===== src/rtl/seg_capture_decode.sv =====
// Monitors a multiplexed seven-segment bus and rebuilds the displayed digits.
// A digit is accepted after a stable dwell, and full frames are published with a one-cycle strobe.
module seg_capture_decode #(
    parameter int DIGITS        = 4,
    parameter int STABLE_CYCLES = 4
) (
    input  logic                  clk,
    input  logic                  rst,
    input  logic [DIGITS-1:0]     dig_sel,
    input  logic [6:0]            seg,
    input  logic                  dp,
    output logic [4*DIGITS-1:0]   value,
    output logic [DIGITS-1:0]     dp_out,
    output logic [DIGITS-1:0]     blank,
    output logic                  frame_valid,
    output logic                  frame_err
);

    localparam logic [1:0] ST_WAIT_SEL = 2'd0;
    localparam logic [1:0] ST_DWELL    = 2'd1;
    localparam logic [1:0] ST_HELD     = 2'd2;
    localparam logic [7:0] CNT_TARGET  = 8'(STABLE_CYCLES);

    logic [DIGITS-1:0]   sel_p0, sel_p1;
    logic [6:0]          seg_p0, seg_p1;
    logic                dp_p0, dp_p1;
    logic [7:0]          cnt_p1;
    logic [1:0]          state;
    logic                differ;
    logic                vld_p1;
    logic [DIGITS-1:0]   cap_bits;
    logic [5:0]          dec_p1;
    logic [DIGITS-1:0]   mask;
    logic                frame_done;
    logic [4*DIGITS-1:0] sh_val;
    logic [DIGITS-1:0]   sh_dp, sh_blank, sh_inv;

    function automatic logic is_onehot(input logic [DIGITS-1:0] s);
        return (s != '0) && ((s & (s - 1'b1)) == '0);
    endfunction

    // Result packs {invalid, blank, nibble}.
    function automatic logic [5:0] seg_decode(input logic [6:0] s);
        case (s)
            7'h3F:   return 6'b00_0000;
            7'h06:   return 6'b00_0001;
            7'h5B:   return 6'b00_0010;
            7'h4F:   return 6'b00_0011;
            7'h66:   return 6'b00_0100;
            7'h6D:   return 6'b00_0101;
            7'h7D:   return 6'b00_0110;
            7'h07:   return 6'b00_0111;
            7'h7F:   return 6'b00_1000;
            7'h6F:   return 6'b00_1001;
            7'h00:   return 6'b01_0000;
            default: return 6'b10_1111;
        endcase
    endfunction

    assign differ     = (sel_p0 != sel_p1) || (seg_p0 != seg_p1) || (dp_p0 != dp_p1);
    assign vld_p1     = (state == ST_DWELL) && (cnt_p1 == CNT_TARGET);
    assign cap_bits   = vld_p1 ? sel_p1 : '0;
    assign dec_p1     = seg_decode(seg_p1);
    assign frame_done = &mask;

    // p0: input sample; p1: held copy with dwell tracking
    always_ff @(posedge clk or posedge rst) begin
        if (rst) begin
            sel_p0 <= '0;
            seg_p0 <= '0;
            dp_p0  <= 1'b0;
            sel_p1 <= '0;
            seg_p1 <= '0;
            dp_p1  <= 1'b0;
            cnt_p1 <= '0;
            state  <= ST_WAIT_SEL;
        end else begin
            sel_p0 <= dig_sel;
            seg_p0 <= seg;
            dp_p0  <= dp;
            if (differ) begin
                sel_p1 <= sel_p0;
                seg_p1 <= seg_p0;
                dp_p1  <= dp_p0;
                cnt_p1 <= 8'd1;
                state  <= is_onehot(sel_p0) ? ST_DWELL : ST_WAIT_SEL;
            end else if (state == ST_DWELL) begin
                if (cnt_p1 == CNT_TARGET)
                    state <= ST_HELD;
                else
                    cnt_p1 <= cnt_p1 + 8'd1;
            end
        end
    end

    // p2: shadow slots, written on capture
    always_ff @(posedge clk) begin
        for (int i = 0; i < DIGITS; i++) begin
            if (cap_bits[i]) begin
                sh_val[4*i +: 4] <= dec_p1[3:0];
                sh_blank[i]      <= dec_p1[4];
                sh_dp[i]         <= dp_p1;
            end
        end
    end

    // A capture landing on the frame-copy edge seeds the next frame's mask.
    always_ff @(posedge clk or posedge rst) begin
        if (rst) begin
            mask        <= '0;
            sh_inv      <= '0;
            value       <= '0;
            dp_out      <= '0;
            blank       <= '1;
            frame_valid <= 1'b0;
            frame_err   <= 1'b0;
        end else begin
            frame_valid <= frame_done;
            mask        <= (frame_done ? '0 : mask) | cap_bits;
            for (int i = 0; i < DIGITS; i++) begin
                if (cap_bits[i])
                    sh_inv[i] <= dec_p1[5];
                else if (frame_done)
                    sh_inv[i] <= 1'b0;
            end
            if (frame_done) begin
                value     <= sh_val;
                dp_out    <= sh_dp;
                blank     <= sh_blank;
                frame_err <= |sh_inv;
            end
        end
    end

endmodule


===== config.mk =====
export PLATFORM = sky130hd
export DESIGN_NAME = seg_capture_decode
export DESIGN_NICKNAME = d
export VERILOG_FILES = /design/src/rtl/seg_capture_decode.sv
export SDC_FILE = /design/constraint.sdc
export NUM_CORES = 1
export LEC_CHECK = 0
export BUFFER_PORTS_ARGS = -buffer_cell sky130_fd_sc_hd__buf_2
export CORE_MARGIN = 1.5
export CORE_UTILIZATION = 52
export CTS_CLUSTER_SIZE = 14
export DETAILED_ROUTE_END_ITERATION = 6
export GPL_TIMING_DRIVEN = 0
export PLACE_DENSITY = 0.75
export SLEW_MARGIN = 20
export SYNTH_ARGS = -nofsm -noshare
export SYNTH_HDL_FRONTEND = slang
export SYNTH_SLANG_ARGS = --single-unit
export TNS_END_PERCENT = 10

===== constraint.sdc =====
create_clock -name clk -period 2.17 [get_ports clk]
set_clock_uncertainty 0.15 [all_clocks]
set_input_delay 0.1085 -clock clk [delete_from_list [all_inputs] [get_ports clk]]
set_output_delay 0.1085 -clock clk [all_outputs]
set_load 0.01 [all_outputs]

==> results.yml, run 1 <==
sta:
  post-route-worst-setup-slack_ns: -0.0785
  clock.fmax_mhz: 445
  grt_setup_unrepaired: "true"
  timing.final.crit_share_pct: 104
  max_slew.worst_pin.slew_ns: 0.477
  timing.final.hold_violations: 0
  sum_of_negative_setup_slack_ns: -0.755
  post-route-min-period_ns: 2.25
  final-setup-viol-count: 16
  worst_hold_slack_ns: 0.151
  slew_headroom_pct: 67.9
  timing.final.max_slew_violations: 0
run:
  drv.max_cap_violation_count: 0
clock_network:
  cts_inserted_buffers: 9
  tritoncts_num_sinks: 92
  clock_insertion_delay_worst_skew_ns: 0.35
  cts_buffer_depth: 2
  path_clk_slew_ns: 0.09
  h_tree_depth_reported_by_cts: 3
  tritoncts_clock_tree: "yes"
  cts_root_buf: "sky130_fd_sc_hd__clkbuf_8"
grt:
  global_route.usage.total_pct: 18.0
  grt_antenna_before_repair: 0
  grt_pass1_vias: 2177
  grt_remaining_overflow: 0
  grt_max_degree: 37
  grt_first_pass_wirelength_um: 10100
die:
  dieWidth_um: 85.9
  initial_utilization_pct: 53.1
  design.portCount: 40
  core.rowCount: 30
  coreArea_um2: 6720
  fp.dieArea_um2: 7370
  vert_die_dim_um: 85.9
synthesis:
  yosys_most_used_dff: "sky130_fd_sc_hd__dfrtp_1"
  netlist_instances: 305
  synth.avg_cell_area_um2: 11.7
  synth-async-reset-ratio_pct: 73.9
  mappedNetlistNets: 321
  yosys_warnings: 0
  netlist-cell-type-count: 44
  ys_ff_latch: 92
  seq_area_frac_synth_pct: 68.0
  synth_cell_area_um2: 3570
  synth_edf_count: 24
layout:
  mostFrequentLayoutCells: "sky130_fd_sc_hd__nand2_1, sky130_fd_sc_hd__dfrtp_1, sky130_fd_sc_hd__buf_2, sky130_fd_sc_hd__edfxtp_1, sky130_fd_sc_hd__clkbuf_1"
  nFillCells: 525
  areaGrowthSynthToFinish_pct: 22.2
  nets: 393
  layout.cell_area.non_filler_um2: 4370
  antenna-diode-count: 0
  finalCoreUtilization_pct: 65.0
  layout.cells.most_common: "sky130_fd_sc_hd__nand2_1"
  drive_gt1_share_pct: 22.3
setup_path:
  cp.required_ns: 2.06
  worstPathMaxFanout: 4
  worst_setup_path_end_kind: "register"
  worstPathArrival_ns: 2.14
  setup.worst_path.start_class: "register"
  path_class: "register to register"
status:
  failed_checks: "setup timing"
  outcome: "finished with violations"
power_and_ir_drop:
  post-layout-total-power_mw: 3.31
  p_leak_nw: 2.03
  pwr_cell_area_nw_per_um2: 759
  vdd.ir_drop.worst_uv: 461
place:
  dpl-instance-area_um2: 3890
  gpl.final_weighted_congestion: 0.775
  hpwlAfterDp_um: 3920
  port-buffer-count: 39
route:
  route.detailed.vias_per_inst: 5.03
  drc: 0
  via_count: 2322
  detail_route.first_pass.iterations: 4
  routed_wl_um: 5970
  routed_wire_length_per_instance_um: 12.9
  route.antenna.remaining_nets: 0
  drtIter0Drc: 117
hold_path:
  hold_path_class: "input pin to async pin"
## kinds of logic after synthesis
group / Yosys count / synth area share (%)
flip-flops: 92 / 68.0
adder cells (fa/ha/maj): 2 / 0.701
XOR/XNOR: 18 / 4.41
buffers and inverters: 30 / 3.47
AND/OR/NAND/NOR: 132 / 17.3
multiplexers: 6 / 1.68
AO/OA/AOI/OAI: 25 / 4.42
## where the power goes
part / switching (mW) / total, mW / internal (mW)
clock: 0.549 / 1.34 / 0.793
sequential: 0.0210 / 1.82 / 1.80
combinational: 0.0756 / 0.151 / 0.0755
total: 0.646 / 3.31 / 2.67
## metrics by stage
stage,setup slack [ns],cells
after floorplan,0.0507,305
after global placement,-0.592,424
after detailed placement,-0.199,425
after CTS,-0.114,455
after global routing,-0.155,462
final,-0.0785,462
## sequential cells by signal (all words and copies together), names as in the netlist, 7 cells and up
name / flops
sh_val: 16
value: 16
cnt_p1: 8
seg_p0: 7
seg_p1: 7
## worst max-delay path, cell delays in order (launching register included)
cell and delay [ns]:
sky130_fd_sc_hd__dfrtp_1 0.37, sky130_fd_sc_hd__buf_6 0.11, sky130_fd_sc_hd__or4_4 0.51, sky130_fd_sc_hd__or4_4 0.47, sky130_fd_sc_hd__nand4_4 0.12, sky130_fd_sc_hd__o211ai_1 0.20
## path summary, 6_finish.rpt
check	start	to	slack (ns)	cells after the start
setup / recovery	seg_p1[3]	sh_val[13]	-0.08	5
setup reg to reg	seg_p1[3]	sh_val[13]	-0.08	5
hold reg to reg	sh_val[2]	value[2]	0.29	2
max in group asynchronous	rst	seg_p1[4]	1.19	4
min in group clk	seg[2]	seg_p0[2]	0.24	2
hold / removal	rst	frame_err	0.15	3
## layer usage
metal  global-route usage [%]  share of wire, %  vias up
li1                         -                 -     1156
met1                     23.6                47     1104
met2                     28.8                48       54
met4                     8.80               2.0        0
met3                     3.85               3.8        8
met5                        0                 0        -
## cells in the mapped netlist (2+ instances only)
library cell / count / area (um^2)
sky130_fd_sc_hd__a21o_1: 5 / 37.5
sky130_fd_sc_hd__a21oi_1: 4 / 20.0
sky130_fd_sc_hd__and2_1: 5 / 31.3
sky130_fd_sc_hd__buf_1: 2 / 7.51
sky130_fd_sc_hd__clkbuf_1: 20 / 75.1
sky130_fd_sc_hd__dfrtp_1: 64 / 1600
sky130_fd_sc_hd__dfstp_2: 4 / 105
sky130_fd_sc_hd__edfxtp_1: 24 / 721
sky130_fd_sc_hd__ha_1: 2 / 25.0
sky130_fd_sc_hd__inv_1: 5 / 18.8
sky130_fd_sc_hd__mux2i_1: 6 / 60.1
sky130_fd_sc_hd__nand2_1: 84 / 315
sky130_fd_sc_hd__nand2b_1: 2 / 12.5
sky130_fd_sc_hd__nand3_1: 7 / 35.0
sky130_fd_sc_hd__nand4_1: 3 / 18.8
sky130_fd_sc_hd__nor2_1: 8 / 30.0
sky130_fd_sc_hd__nor4_1: 7 / 43.8
sky130_fd_sc_hd__nor4b_1: 2 / 17.5
sky130_fd_sc_hd__o21ai_0: 8 / 40.0
sky130_fd_sc_hd__or3_1: 2 / 12.5
sky130_fd_sc_hd__or3b_2: 2 / 17.5
sky130_fd_sc_hd__xnor2_1: 4 / 35.0
sky130_fd_sc_hd__xor2_1: 14 / 123
## cell type report
| class | count | area (um^2) | share of cell area [%] |
|---|---|---|---|
| inverter | 6 | 25.0 | 0.573 |
| tap | 80 | 100 | 2.29 |
| clock buffer | 11 | 141 | 3.24 |
| clock inverter | 5 | 100 | 2.29 |
| sequential | 92 | 2430 | 55.6 |
| timing repair buffer | 63 | 420 | 9.63 |
| multi-input combinational | 183 | 1050 | 24.1 |
| buffer | 22 | 97.6 | 2.24 |
## repair_timing
item,4_1_cts,5_1_grt
endpoints found under the setup margin,48,35
hold endpoints to repair,80,0
resized for setup,6,4
pin swaps,2,1
buffers inserted,2,8
hold buffers,13,0
Note: power is estimated with default switching activity, not from simulation.
==> run 2, diff against run 1 <==
BUFFER_PORTS_ARGS = -buffer_cell sky130_fd_sc_hd__buf_4   (was -buffer_cell sky130_fd_sc_hd__buf_2)
PLACE_DENSITY = 0.72   (was 0.75)
==> results.yml, run 2 (synthesized netlist as in run 1, its figures left out) <==
status:
  outcome: "finished with violations"
  failed_checks: "setup timing"
setup_path:
  reg2reg_from: "seg_p1[4]"
  cp.required_ns: 2.07
  r2r.worst_path.cells: 5
  path_class: "register to register"
  reg2reg_slack_ns: -0.08
  worst_setup_path_end_kind: "register"
  worstPathArrival_ns: 2.15
  setup.worst_path.start_class: "register"
  worstPathMaxFanout: 9
  cp-endpoint: "sh_val[1]"
  worstSetupStartpoint: "seg_p1[4]"
  worst_r2r_endpoint: "sh_val[1]"
clock_network:
  tritoncts_num_sinks: 92
  clock_insertion_delay_worst_skew_ns: 0.35
  path_clk_slew_ns: 0.09
  tritoncts_clock_tree: "yes"
  cts_buffer_depth: 2
  cts_inserted_buffers: 9
  h_tree_depth_reported_by_cts: 3
  cts_root_buf: "sky130_fd_sc_hd__clkbuf_8"
grt:
  grt_max_degree: 37
  grt_remaining_overflow: 0
  grt_pass1_vias: 2116
  grt_first_pass_wirelength_um: 10000
  global_route.usage.total_pct: 18.1
  grt_antenna_before_repair: 0
place:
  gpl.final_weighted_congestion: 0.775
  port-buffer-count: 39
  dpl_worst_slack_ns: -0.198
  placed_cells: 425
  hpwlAfterDp_um: 3960
die:
  coreArea_um2: 6720
  core.rowCount: 30
  design.portCount: 40
  dieWidth_um: 85.9
  fp.dieArea_um2: 7370
  vert_die_dim_um: 85.9
  initial_utilization_pct: 53.1
layout:
  layout_top_registers: "sh_val (16), value (16), cnt_p1 (8)"
  antenna-diode-count: 0
  nets: 387
  stdcell_count: 456
  drive_gt1_share_pct: 21.3
  mostFrequentLayoutCells: "sky130_fd_sc_hd__nand2_1, sky130_fd_sc_hd__dfrtp_1, sky130_fd_sc_hd__buf_4, sky130_fd_sc_hd__edfxtp_1, sky130_fd_sc_hd__clkbuf_1"
  layout.cells.most_common: "sky130_fd_sc_hd__nand2_1"
  areaGrowthSynthToFinish_pct: 23.2
sta:
  max_slew.worst_pin.slew_ns: 0.501
  grt_setup_unrepaired: "true"
  clock.fmax_mhz: 445
  post-route-min-period_ns: 2.25
  post-route-worst-setup-slack_ns: -0.0764
  timing.final.max_slew_violations: 0
  worst_hold_slack_ns: 0.161
  timing.final.hold_violations: 0
  slew_headroom_pct: 66.3
  final-setup-viol-count: 16
  timing.final.crit_share_pct: 104
route:
  routed_wl_um: 6120
  detail_route.first_pass.iterations: 4
  drc: 0
  route.detailed.vias_per_inst: 5.12
  drtIter0Drc: 132
  routed_wire_length_per_instance_um: 13.4
  route.antenna.remaining_nets: 0
  via_count: 2335
run:
  drv.max_cap_violation_count: 0
power_and_ir_drop:
  vdd.ir_drop.worst_uv: 424
  pwr_cell_area_nw_per_um2: 733
  p_leak_nw: 1.99
hold_path:
  hold_path_class: "input pin to async pin"
-- run 2: worst min path at each step --
stage | start | end | slack [ns] | cells past startpoint
final | rst | value[4] | 0.16 | 3
after global routing | rst | sh_inv[2] | 0.19 | 3
after CTS | rst | value[6] | 0.17 | 3
after detailed placement | rst | value[6] | -0.0003 | 2
after global placement | seg[5] | seg_p0[5] | 0.07 | 1
after floorplan | dp | dp_p0 | -0.01 | 0
-- run 2: per-layer routing --
metal / vias to the layer above / part of all wire (%) / global-route usage [%]
met4: 0 / 1.3 / 7.04
met5: - / 0 / 0
li1: 1144 / - / -
met3: 8 / 3.7 / 4.91
met1: 1125 / 46 / 23.5
met2: 58 / 49 / 29.3
-- run 2: through the flow --
step                      instance area, um^2  util, %  TNS [ns]  power [mW]
after CTS                                4370     65.0    -0.819        3.26
after global placement                   3960     59.0    -43.22        1.97
after detailed placement                 3990     59.3     -5.46        1.98
after floorplan                          3570        -         0        1.93
final                                    4400     65.5    -0.554        3.22
after global routing                     4400     65.5     -1.50        3.34
-- run 2: cell type report --
cell class              instances  area (um^2)
clock inverters                 7         98.8
repair buffers                 56          465
plain buffers                  23         97.6
well taps                      80          100
multi-input cells             183         1060
flip-flops and latches         92         2430
inverters                       6         25.0
clock buffers                   9          124
fillers                       529         2320
-- run 2: worst max-delay path: stages, from the launching register on --
cell,delay [ns]
sky130_fd_sc_hd__dfrtp_1,0.36
sky130_fd_sc_hd__buf_4,0.16
sky130_fd_sc_hd__or4_1,0.49
sky130_fd_sc_hd__or4_4,0.47
sky130_fd_sc_hd__nand4_4,0.12
sky130_fd_sc_hd__o211ai_1,0.19
-- run 2: timing repair --
action | 4_1_cts | 5_1_grt
endpoints found under the hold margin | 80 | 0
hold buffers | 13 | 0
cloned | 0 | 0
gates resized for setup | 7 | 5
setup buffers | 1 | 2
endpoints found under the setup margin | 46 | 35
pin swaps | 1 | 1
-- run 2: power by group --
part / switching (mW) / internal [mW]
registers: 0.0189 / 1.80
clock network: 0.600 / 0.656
logic: 0.0768 / 0.0738
total: 0.696 / 2.53
==> run 3, diff against run 2 <==
SETUP_SLACK_MARGIN = 0.1   (was unset)
==> results.yml, run 3 (synthesized netlist as in run 1, its figures left out) <==
status:
  outcome: "finished with violations"
  failed_checks: "setup timing"
die:
  design.portCount: 40
  fp.dieArea_um2: 7370
  coreArea_um2: 6720
  dieWidth_um: 85.9
  vert_die_dim_um: 85.9
  initial_utilization_pct: 53.1
  core.rowCount: 30
grt:
  grt_first_pass_wirelength_um: 9760
  grt_remaining_overflow: 0
  grt_max_degree: 40
  grt_pass1_vias: 2104
  global_route.usage.total_pct: 17.5
  grt_antenna_before_repair: 0
sta:
  grt_setup_unrepaired: "true"
  post-route-min-period_ns: 2.25
  final-setup-viol-count: 16
  post-route-worst-setup-slack_ns: -0.0840
  timing.final.hold_violations: 0
  slew_headroom_pct: 70.2
  timing.final.max_slew_violations: 0
  max_slew.worst_pin.slew_ns: 0.444
  clock.fmax_mhz: 444
  timing.final.crit_share_pct: 104
power_and_ir_drop:
  post-layout-total-power_mw: 3.31
  p_leak_nw: 2.02
  vdd.ir_drop.worst_uv: 421
  pwr_cell_area_nw_per_um2: 740
layout:
  multi_input_area_um2: 1100
  nets: 389
  antenna-diode-count: 0
  finalCoreUtilization_pct: 66.5
  areaGrowthSynthToFinish_pct: 25.1
  mostFrequentLayoutCells: "sky130_fd_sc_hd__nand2_1, sky130_fd_sc_hd__dfrtp_1, sky130_fd_sc_hd__buf_4, sky130_fd_sc_hd__edfxtp_1, sky130_fd_sc_hd__clkbuf_1"
  layout.cells.most_common: "sky130_fd_sc_hd__nand2_1"
  nFillCells: 513
  layout.cell_area.non_filler_um2: 4470
  drive_gt1_share_pct: 22.2
  stdcell_count: 458
  layout_top_registers: "sh_val (16), value (16), cnt_p1 (8)"
  seq_area_um2: 2430
clock_network:
  tritoncts_num_sinks: 92
  cts_inserted_buffers: 9
  clock_insertion_delay_worst_skew_ns: 0.35
  tritoncts_clock_tree: "yes"
  h_tree_depth_reported_by_cts: 3
  cts_buffer_depth: 2
  cts_root_buf: "sky130_fd_sc_hd__clkbuf_8"
  path_clk_slew_ns: 0.08
setup_path:
  cp.required_ns: 2.06
  worstPathMaxFanout: 9
  worstPathArrival_ns: 2.14
  path_class: "register to register"
  worst_setup_path_end_kind: "register"
  setup.worst_path.start_class: "register"
route:
  route.detailed.vias_per_inst: 5.02
  route.antenna.remaining_nets: 0
  drtIter0Drc: 61
  routed_wl_um: 5990
  detail_route.first_pass.iterations: 4
  drc: 0
  via_count: 2301
  routed_wire_length_per_instance_um: 13.1
hold_path:
  hold_path_class: "input pin to async pin"
place:
  dpl-instance-area_um2: 3990
  gpl.final_weighted_congestion: 0.767
  placed_cells: 425
  port-buffer-count: 39
  hpwlAfterDp_um: 4020
run:
  drv.max_cap_violation_count: 0
run 3: path summary, 6_finish.rpt:
path / start / endpoint / slack (ns) / depth (start not counted)
min in group clk: seg[2] / seg_p0[2] / 0.26 / 2
max in group asynchronous: rst / seg_p1[2] / 1.19 / 4
worst max register to register: seg_p1[4] / sh_val[1] / -0.08 / 5
worst min register to register: sh_val[1] / value[1] / 0.29 / 2
worst max-delay path: seg_p1[4] / sh_val[1] / -0.08 / 5
worst min-delay path: rst / value[10] / 0.16 / 3
run 3: metrics by stage:
stage	hold slack, ns	setup WS, ns	setup TNS [ns]
floorplan	-0.0101	0.0507	0
global placement	0.0676	-0.588	-42.24
detailed placement	-0.0179	-0.169	-4.88
CTS	0.159	-0.101	-1.03
global route	0.179	-0.135	-1.59
finish	0.158	-0.0840	-0.813
run 3: area by class of cell:
cell class	instances	share of cell area [%]
timing repair buffer	57	10.6
sequential	92	54.3
multi-input combinational	183	24.6
tap	80	2.24
clock inverter	6	2.49
clock buffer	10	2.86
inverter	6	0.560
buffer	24	2.38
run 3: where the power goes:
group	switching (mW)	internal, mW
Clock	0.565	0.768
Sequential	0.0176	1.80
Combinational	0.0815	0.0770
run 3: timing repair:
action | 4_1_cts | 5_1_grt
gates resized for setup | 8 | 15
cloned | 0 | 0
buffers inserted | 1 | 3
hold endpoints to repair | 80 | 0
endpoints found under the setup margin | 49 | 47
pin swaps | 2 | 3
hold buffers | 13 | 0
run 3: per-layer routing:
| layer | wire length (um) | global-route usage, % | up-vias |
|---|---|---|---|
| li1 | - | - | 1142 |
| met1 | 2710 | 22.7 | 1091 |
| met2 | 2970 | 28.4 | 55 |
| met3 | 195 | 3.85 | 13 |
| met4 | 115 | 7.77 | 0 |
| met5 | 0 | 0 | - |
run 3: worst max-delay path: stages (launching register included):
cell	delay (ns)
sky130_fd_sc_hd__dfrtp_1	0.39
sky130_fd_sc_hd__buf_6	0.14
sky130_fd_sc_hd__or4_1	0.49
sky130_fd_sc_hd__or4_4	0.46
sky130_fd_sc_hd__nand4_4	0.12
sky130_fd_sc_hd__o211ai_1	0.20
